### config.mk
export PLATFORM = sky130hd
export DESIGN_NAME = slot_allocator
export DESIGN_NICKNAME = d
export VERILOG_FILES = /design/src/rtl/slot_allocator_pkg.sv /design/src/rtl/slot_allocator_slot_search.sv /design/src/rtl/slot_allocator.sv
export SDC_FILE = /design/constraint.sdc
export NUM_CORES = 1
export LEC_CHECK = 0
export BUFFER_PORTS_ARGS = -buffer_cell sky130_fd_sc_hd__clkbuf_2
export CAP_MARGIN = 20
export CORE_MARGIN = 10
export CORE_UTILIZATION = 50
export DETAILED_ROUTE_END_ITERATION = 8
export PLACE_DENSITY = 0.86
export SYNTH_ARGS = -nofsm -noshare
export SYNTH_HDL_FRONTEND = slang
export SYNTH_SLANG_ARGS = --single-unit
### constraint.sdc
create_clock -name clk -period 4.6 [get_ports clk]
set_input_delay 1.15 -clock clk [delete_from_list [all_inputs] [get_ports clk]]
set_output_delay 1.15 -clock clk [all_outputs]
set_load 0.02 [all_outputs]
### src/rtl/slot_allocator_pkg.sv
// Shared definitions for the slot allocator: one-hot direction tags and
// the default-configuration slot-count type.
package slot_allocator_pkg;

  localparam logic [31:0] DIR_LSB0 = "LSB0";
  localparam logic [31:0] DIR_MSB0 = "MSB0";

  localparam int unsigned DEFAULT_NUM_SLOTS = 8;

  // Count of slots in the default configuration (INDEX_WIDTH+1 bits)
  typedef logic [$clog2(DEFAULT_NUM_SLOTS):0] slot_count_t;

endpackage

### src/rtl/slot_allocator_slot_search.sv
// Combinational circular search: first set bit of mask at or after start,
// wrapping modulo NUM_SLOTS. idx is 0 when nothing is found.
module slot_search #(
  parameter int unsigned NUM_SLOTS   = 8,
  parameter int unsigned INDEX_WIDTH = $clog2(NUM_SLOTS)
) (
  input  logic [NUM_SLOTS-1:0]   mask,
  input  logic [INDEX_WIDTH-1:0] start,
  output logic                   found,
  output logic [INDEX_WIDTH-1:0] idx
);

  int unsigned cand;

  always_comb begin
    found = 1'b0;
    idx   = '0;
    cand  = 0;
    for (int unsigned k = 0; k < NUM_SLOTS; k++) begin
      cand = 32'(start) + k;
      if (cand >= NUM_SLOTS) cand = cand - NUM_SLOTS;
      if (!found && mask[cand[INDEX_WIDTH-1:0]]) begin
        found = 1'b1;
        idx   = cand[INDEX_WIDTH-1:0];
      end
    end
  end

endmodule

### src/rtl/slot_allocator.sv
// Free-slot pool: offers one free slot per cycle (index + one-hot) and
// accepts one returned slot per cycle. SLOT_ALLOCATOR_ROUND_ROBIN_EN selects
// round-robin search instead of lowest-index priority.
module slot_allocator
  import slot_allocator_pkg::*;
#(
  parameter int unsigned NUM_SLOTS   = 8,
  parameter logic [31:0] DIRECTION   = "LSB0",
  parameter int unsigned INDEX_WIDTH = $clog2(NUM_SLOTS)
) (
  input  logic                   clk,
  input  logic                   reset,
  output logic                   alloc_avail,
  output logic [INDEX_WIDTH-1:0] alloc_idx,
  output logic [NUM_SLOTS-1:0]   alloc_oh,
  input  logic                   alloc_req,
  output logic                   alloc_gnt,
  input  logic                   free_en,
  input  logic [INDEX_WIDTH-1:0] free_idx,
  output logic                   free_err,
  output logic [INDEX_WIDTH:0]   free_count,
  output logic                   all_free,
  output logic                   none_free
);

  typedef logic [INDEX_WIDTH:0] count_t;

  localparam bit MSB_FIRST = (DIRECTION == DIR_MSB0);

  logic [NUM_SLOTS-1:0]   free_mask;
  logic [NUM_SLOTS-1:0]   mask_next;
  logic [INDEX_WIDTH-1:0] search_start;
  logic                   free_hit;
  logic                   free_valid;

`ifdef SLOT_ALLOCATOR_ROUND_ROBIN_EN
  logic [INDEX_WIDTH-1:0] ptr;

  always_ff @(posedge clk) begin
    if (reset) begin
      ptr <= '0;
    end else if (alloc_gnt) begin
      ptr <= (alloc_idx == INDEX_WIDTH'(NUM_SLOTS - 1)) ? '0 : alloc_idx + INDEX_WIDTH'(1);
    end
  end

  assign search_start = ptr;
`else
  assign search_start = '0;
`endif

  slot_search #(
    .NUM_SLOTS   (NUM_SLOTS),
    .INDEX_WIDTH (INDEX_WIDTH)
  ) u_search (
    .mask  (free_mask),
    .start (search_start),
    .found (alloc_avail),
    .idx   (alloc_idx)
  );

  assign alloc_gnt = alloc_req && alloc_avail;
  assign all_free  = (free_count == count_t'(NUM_SLOTS));
  assign none_free = (free_count == '0);

  always_comb begin
    alloc_oh = '0;
    for (int unsigned i = 0; i < NUM_SLOTS; i++) begin
      alloc_oh[i] = alloc_avail &&
                    (alloc_idx == INDEX_WIDTH'(MSB_FIRST ? NUM_SLOTS - 1 - i : i));
    end
  end

  // Out-of-range free_idx never matches a decoded slot, so it falls out as an error
  always_comb begin
    free_hit = 1'b0;
    for (int unsigned i = 0; i < NUM_SLOTS; i++) begin
      if (free_idx == INDEX_WIDTH'(i)) free_hit = !free_mask[i];
    end
    free_valid = free_en && free_hit;
    mask_next  = free_mask;
    for (int unsigned i = 0; i < NUM_SLOTS; i++) begin
      if (alloc_gnt && alloc_idx == INDEX_WIDTH'(i)) mask_next[i] = 1'b0;
      if (free_valid && free_idx == INDEX_WIDTH'(i)) mask_next[i] = 1'b1;
    end
  end

  always_ff @(posedge clk) begin
    if (reset) begin
      free_mask  <= '1;
      free_count <= count_t'(NUM_SLOTS);
      free_err   <= 1'b0;
    end else begin
      free_mask  <= mask_next;
      free_count <= free_count - count_t'(alloc_gnt) + count_t'(free_valid);
      free_err   <= free_en && !free_valid;
    end
  end

endmodule

# --- After elaboration in Yosys (flattened, before gate mapping) ---
# Index checks and enable logic that the tools add are counted.
word_totals:
  regBits: 13
  inputBits: 7
  out_inout_bits: 20
  elab_cells: 111
classes:
  addsub: 2
  n_eq_ne: 15
  mux: 23
  reduce_logical: 61
op_table:
  columns: ["op", "n"]
  rows:
  - ["1-bit logical AND", 34]
  - ["3-bit equality test, second input constant", 8]
  - ["1-bit two-way mux", 17]
  - ["1-bit logical NOT", 16]
  - ["2-bit OR reduction", 8]
  - ["3-bit by 2-bit equality test with 1-bit output, second input constant", 4]
  - ["3-bit two-way mux", 4]
  - ["3-bit by 1-bit equality test with 1-bit output, second input constant", 2]
  - ["3-bit logical NOT", 2]
  - ["4-bit by 1-bit adder with 4-bit output", 1]
  - ["4-bit equality test, second input constant", 1]
  - ["4-bit logical NOT", 1]
  - ["2-bit two-way mux", 2]
  - ["4-bit by 1-bit subtractor with 4-bit output", 1]

# --- Longest topological paths before layout ---
depth:
  ltp_word: 25
  depth_mapped: 11
  mapped_depth_nobuf: 10

# --- Hierarchy ---
# From an unflattened synthesis, not the netlist that was laid out.
unflattened:
  hier_cells: 205
  hier_area_um2: 1707.9
modules_own_cells:
  columns: ["mod", "n_inst", "cells_per_inst", "area_per_inst_um2"]
  rows:
  - ["slot_allocator", 1, 105, 894.6]
  - ["slot_search", 1, 100, 813.3]

# --- Worst setup path after synthesis ---
# Ideal clock, no wire load.
synth_timing:
  path_kind: "input to register"
  from: "in free_idx[1]"
  to: "reg free_count[2]"
  setup_time_ns: 0.115
  t_arrival_ns: 2.927
  t_required_ns: 4.485
  setup_slack_ns: 1.559
  path_stages: 9
  path_buffers: 0
  path_cell_list: "mux4_1 mux2i_1 nand2_1 ha_1 inv_1 ha_1 fa_1 xnor2_1 nor2_1"
synth_between:
  elab_chain_len: 11
synth_lines:
  columns: ["element", "line", "text"]
  rows:
  - ["from (decl)", "slot_allocator.sv:19", "input logic [INDEX_WIDTH-1:0] free_idx,"]
  - ["3-bit logical NOT", "slot_allocator.sv:78", "if (free_idx == INDEX_WIDTH'(i)) free_hit = !free_mask[i];"]
  - ["1-bit two-way mux (7 in series)", "slot_allocator.sv:78", null]
  - ["1-bit two-way mux (*)", "slot_allocator.sv:78", null]
  - ["1-bit logical AND (*)", "slot_allocator.sv:80", "free_valid = free_en && free_hit;"]
  - ["4-bit by 1-bit adder with 4-bit output (*)", "slot_allocator.sv:95", "free_count <= free_count - count_t'(alloc_gnt) + count_t'(free_valid);"]
  - ["to (signal assigned)", "slot_allocator.sv:91", "free_count <= count_t'(NUM_SLOTS);"]
  - ["to (signal assigned)", "slot_allocator.sv:95", null]
  - ["to (decl)", "slot_allocator.sv:21", "output logic [INDEX_WIDTH:0] free_count,"]
# Every way passes the cells marked *; elsewhere a longest branch is shown, timed or not.
# A chain may end at the register's enable or synchronous reset.

# --- Final worst setup path ---
# Same ends and word-level chain as after synthesis.

==> out/qor.csv <==
stage,metric,value,unit
timing,Fmax,329,MHz
synth,Yosys warnings,0,
timing,min Tclk post-route,3.04,ns
place,port bufs,26,
cells_and_area,area grow syn2layout,18.8,%
route,Routed Antenna Nets,0,
synth,Yosys cell types,33,
timing,RSZ-0062 raised after global routing,no,
job,Max-Cap Viols,0,
timing,# setup viols final,0,
cts,H-tree Lvls,1,
outcome,status,"finished, final reports clean",
synth,Avg Inst Size Synth,8.90,sq um
timing,Hold Fails Final Rpt,0,
grt,number of global-route vias before repair,840,
route,DRC errors left,0,
pwr,PnR Total Power,0.341,mW
synth,post-synth top area cell,dfxtp_1,
grt,GRT Overall Usage,12.4,%
worst_setup_path,critical path launch point,free_idx[1],
route,Vias,823,
cts,Post-CTS Setup Inserts,0,
route,Routed WL,2.21,mm
synth,Post-Synthesis Cells,94,
cts,Inserted Clock Buffers,3,
timing,Worst-Margin Slew,0.424,ns
synth,"EDFF count, synth",0,
synth,Synth area leaders,"dfxtp_1 (31%), ha_1 (9.0%), o311ai_0 (5.2%), nand2_1 (4.0%), inv_1 (3.6%)",
grt,first-pass GRT wire length,3.57,mm
route,DRT Pass-1 Iters,4,
timing,Setup WS post-layout,1.56,ns
cts,clock slew at reported path FFs,0.08,ns
floorplan,Initial Util,54.3,%
synth,Post-synth ARST share,0,%
synth,Post-Syn Nets,108,
floorplan,die extent in x,60.9,um
route,Initial DRC Count,38,
cts,CTS tree,done,
cells_and_area,Total Nets Final,136,
grt,largest net degree at the start of global routing,12,
timing,fin. max-slew vios,0,
cts,Clock Tree Buf Depth,2,
hold_path,hold wc startpoint,free_mask[7],
grt,initial antenna violation count,0,
pwr,maximum VDD drop,0.168,mV
worst_setup_path,path type of the worst setup path,in -> reg,
place,routability cong.,0.860,
worst_setup_path,Startpoint Class,input pin,
cts,CTS-repair resized insts,0,
synth,sequential area share after synthesis,31.1,%
floorplan,Core ar.,1540,sq um
worst_setup_path,Worst EP required,4.77,ns
floorplan,die extent in y,60.9,um
route,WL per Instance,16.2,um
pwr,leak pwr,0.477,nW
worst_setup_path,CP Data Arrival Time,3.21,ns
cells_and_area,n_diodes,0,
cts,Root Driver,clkbuf_4,
synth,Mapped Area,837,sq um
cts,clk_lat worst skew,0.28,ns
cts,number of hold buffers added after CTS,0,
synth,Yosys top cell area share,31.1,%
timing,Worst Skew,0.00401,ns
timing,setup TNS,0,ns
worst_setup_path,reg2reg start,free_mask[0],
timing,Slew HR,71.4,%
place,Post-DP HPWL,1.72,mm
floorplan,Die ar.,3710,sq um
timing,crit share post-route,66.1,%
cells_and_area,share of cells above drive strength 1,27.3,%
route,vias per inst,6.01,
synth,Synth Flop Type,dfxtp_1,
pwr,pwr dens,343,nW/um^2
place,Setup WS pre-CTS,1.27,ns
synth,number of synthesized register bits,13,
cts,CTS Sinks,13,
grt,gr ovfl total,0,
floorplan,row cnt,14,
hold_path,Worst Hold Class,reg -> reg,
worst_setup_path,"Max FO, Critical Path",7,
floorplan,Ports,27,
worst_setup_path,CP endpoint kind,flip-flop,
synth_stat cells (3+ instances only):
master / number
nand2b_1: 4
o21ai_0: 4
ha_1: 6
nor3b_1: 3
inv_1: 8
nor2b_1: 3
nor2_1: 7
nand2_1: 9
dfxtp_1: 13
a21oi_1: 5
o311ai_0: 5
final cells by class:
cell class | count | area [sq um]
Clock buffer | 4 | 26.3
Fill cell | 138 | 547
Inverter | 8 | 30.0
Multi-Input combinational cell | 70 | 528
Sequential cell | 13 | 260
Tap cell | 16 | 20.0
Timing Repair Buffer | 26 | 130
state kept, by name, indices dropped and copies added, names as in the netlist:
| signal | count |
|---|---|
| free_mask | 8 |
| free_count | 4 |
| free_err | 1 |
cells in the final DEF, fill, tap and decap left out, types with 3 or more instances in the layout:
| master | Yosys | layout |
|---|---|---|
| ha_1 | 6 | 6 |
| dfxtp_1 | 13 | 13 |
| nor3b_1 | 3 | 3 |
| o311ai_0 | 5 | 5 |
| nand2_1 | 9 | 9 |
| clkbuf_4 | 0 | 3 |
| nor2b_1 | 3 | 3 |
| inv_1 | 8 | 8 |
| o21ai_0 | 4 | 4 |
| nor2_1 | 7 | 7 |
| nand2b_1 | 4 | 4 |
| a21oi_1 | 5 | 5 |
| clkbuf_2 | 0 | 26 |
logic make-up (layout without fill, tap and decap cells):
family | Yosys count | count (layout) | share of synthesized area (%)
buf+inv | 11 | 38 | 5.83
xor+xnor | 2 | 2 | 2.09
simple gates | 38 | 38 | 26.2
fa+ha+maj | 7 | 7 | 11.4
flops | 13 | 13 | 31.1
mux | 3 | 3 | 7.03
compound gates | 20 | 20 | 16.4
worst paths after layout:
check	end	slack [ns]	cells after the start
min reg2reg	free_mask[7]	0.60	2
max	free_count[2]	1.56	10
min	free_mask[7]	0.60	2
max reg2reg	free_count[2]	2.09	9
power by group:
part | internal [mW] | leakage, nW | switching (mW)
registers | 0.126 | 0.107 | 0.0118
logic | 0.0561 | 0.355 | 0.0765
clock network | 0.0336 | 0.0150 | 0.0372
metrics by stage:
stage | hold slack (ns) | utilization (%) | instance area (sq um) | instances
floorplan | 0.537 | - | 837 | 94
global placement | 0.593 | 62.8 | 968 | 133
detailed placement | 0.587 | 62.8 | 968 | 133
CTS | 0.599 | 64.5 | 995 | 137
global route | 0.632 | 64.5 | 995 | 137
finish | 0.596 | 64.5 | 995 | 137
per-layer routing:
layer  share of wire (%)  wire (um)  up-vias  GRT usage [%]
met5                   0          0        -              0
met4                 1.1         25        0           4.70
met3                 8.3        184        5           4.38
met2                  46       1030       42           21.3
met1                  44        973      383           13.7
li1                    -          -      393              -
worst max-delay path, cell delays in order:
cell and delay, ns:
clkbuf_2 0.16, mux4_1 0.56, mux2i_1 0.19, nand2_1 0.09
ha_1 0.27, inv_1 0.04, ha_1 0.19, fa_1 0.38
xnor2_1 0.14, nor2_1 0.05
No activity file was read; power rests on OpenSTA's default activity.
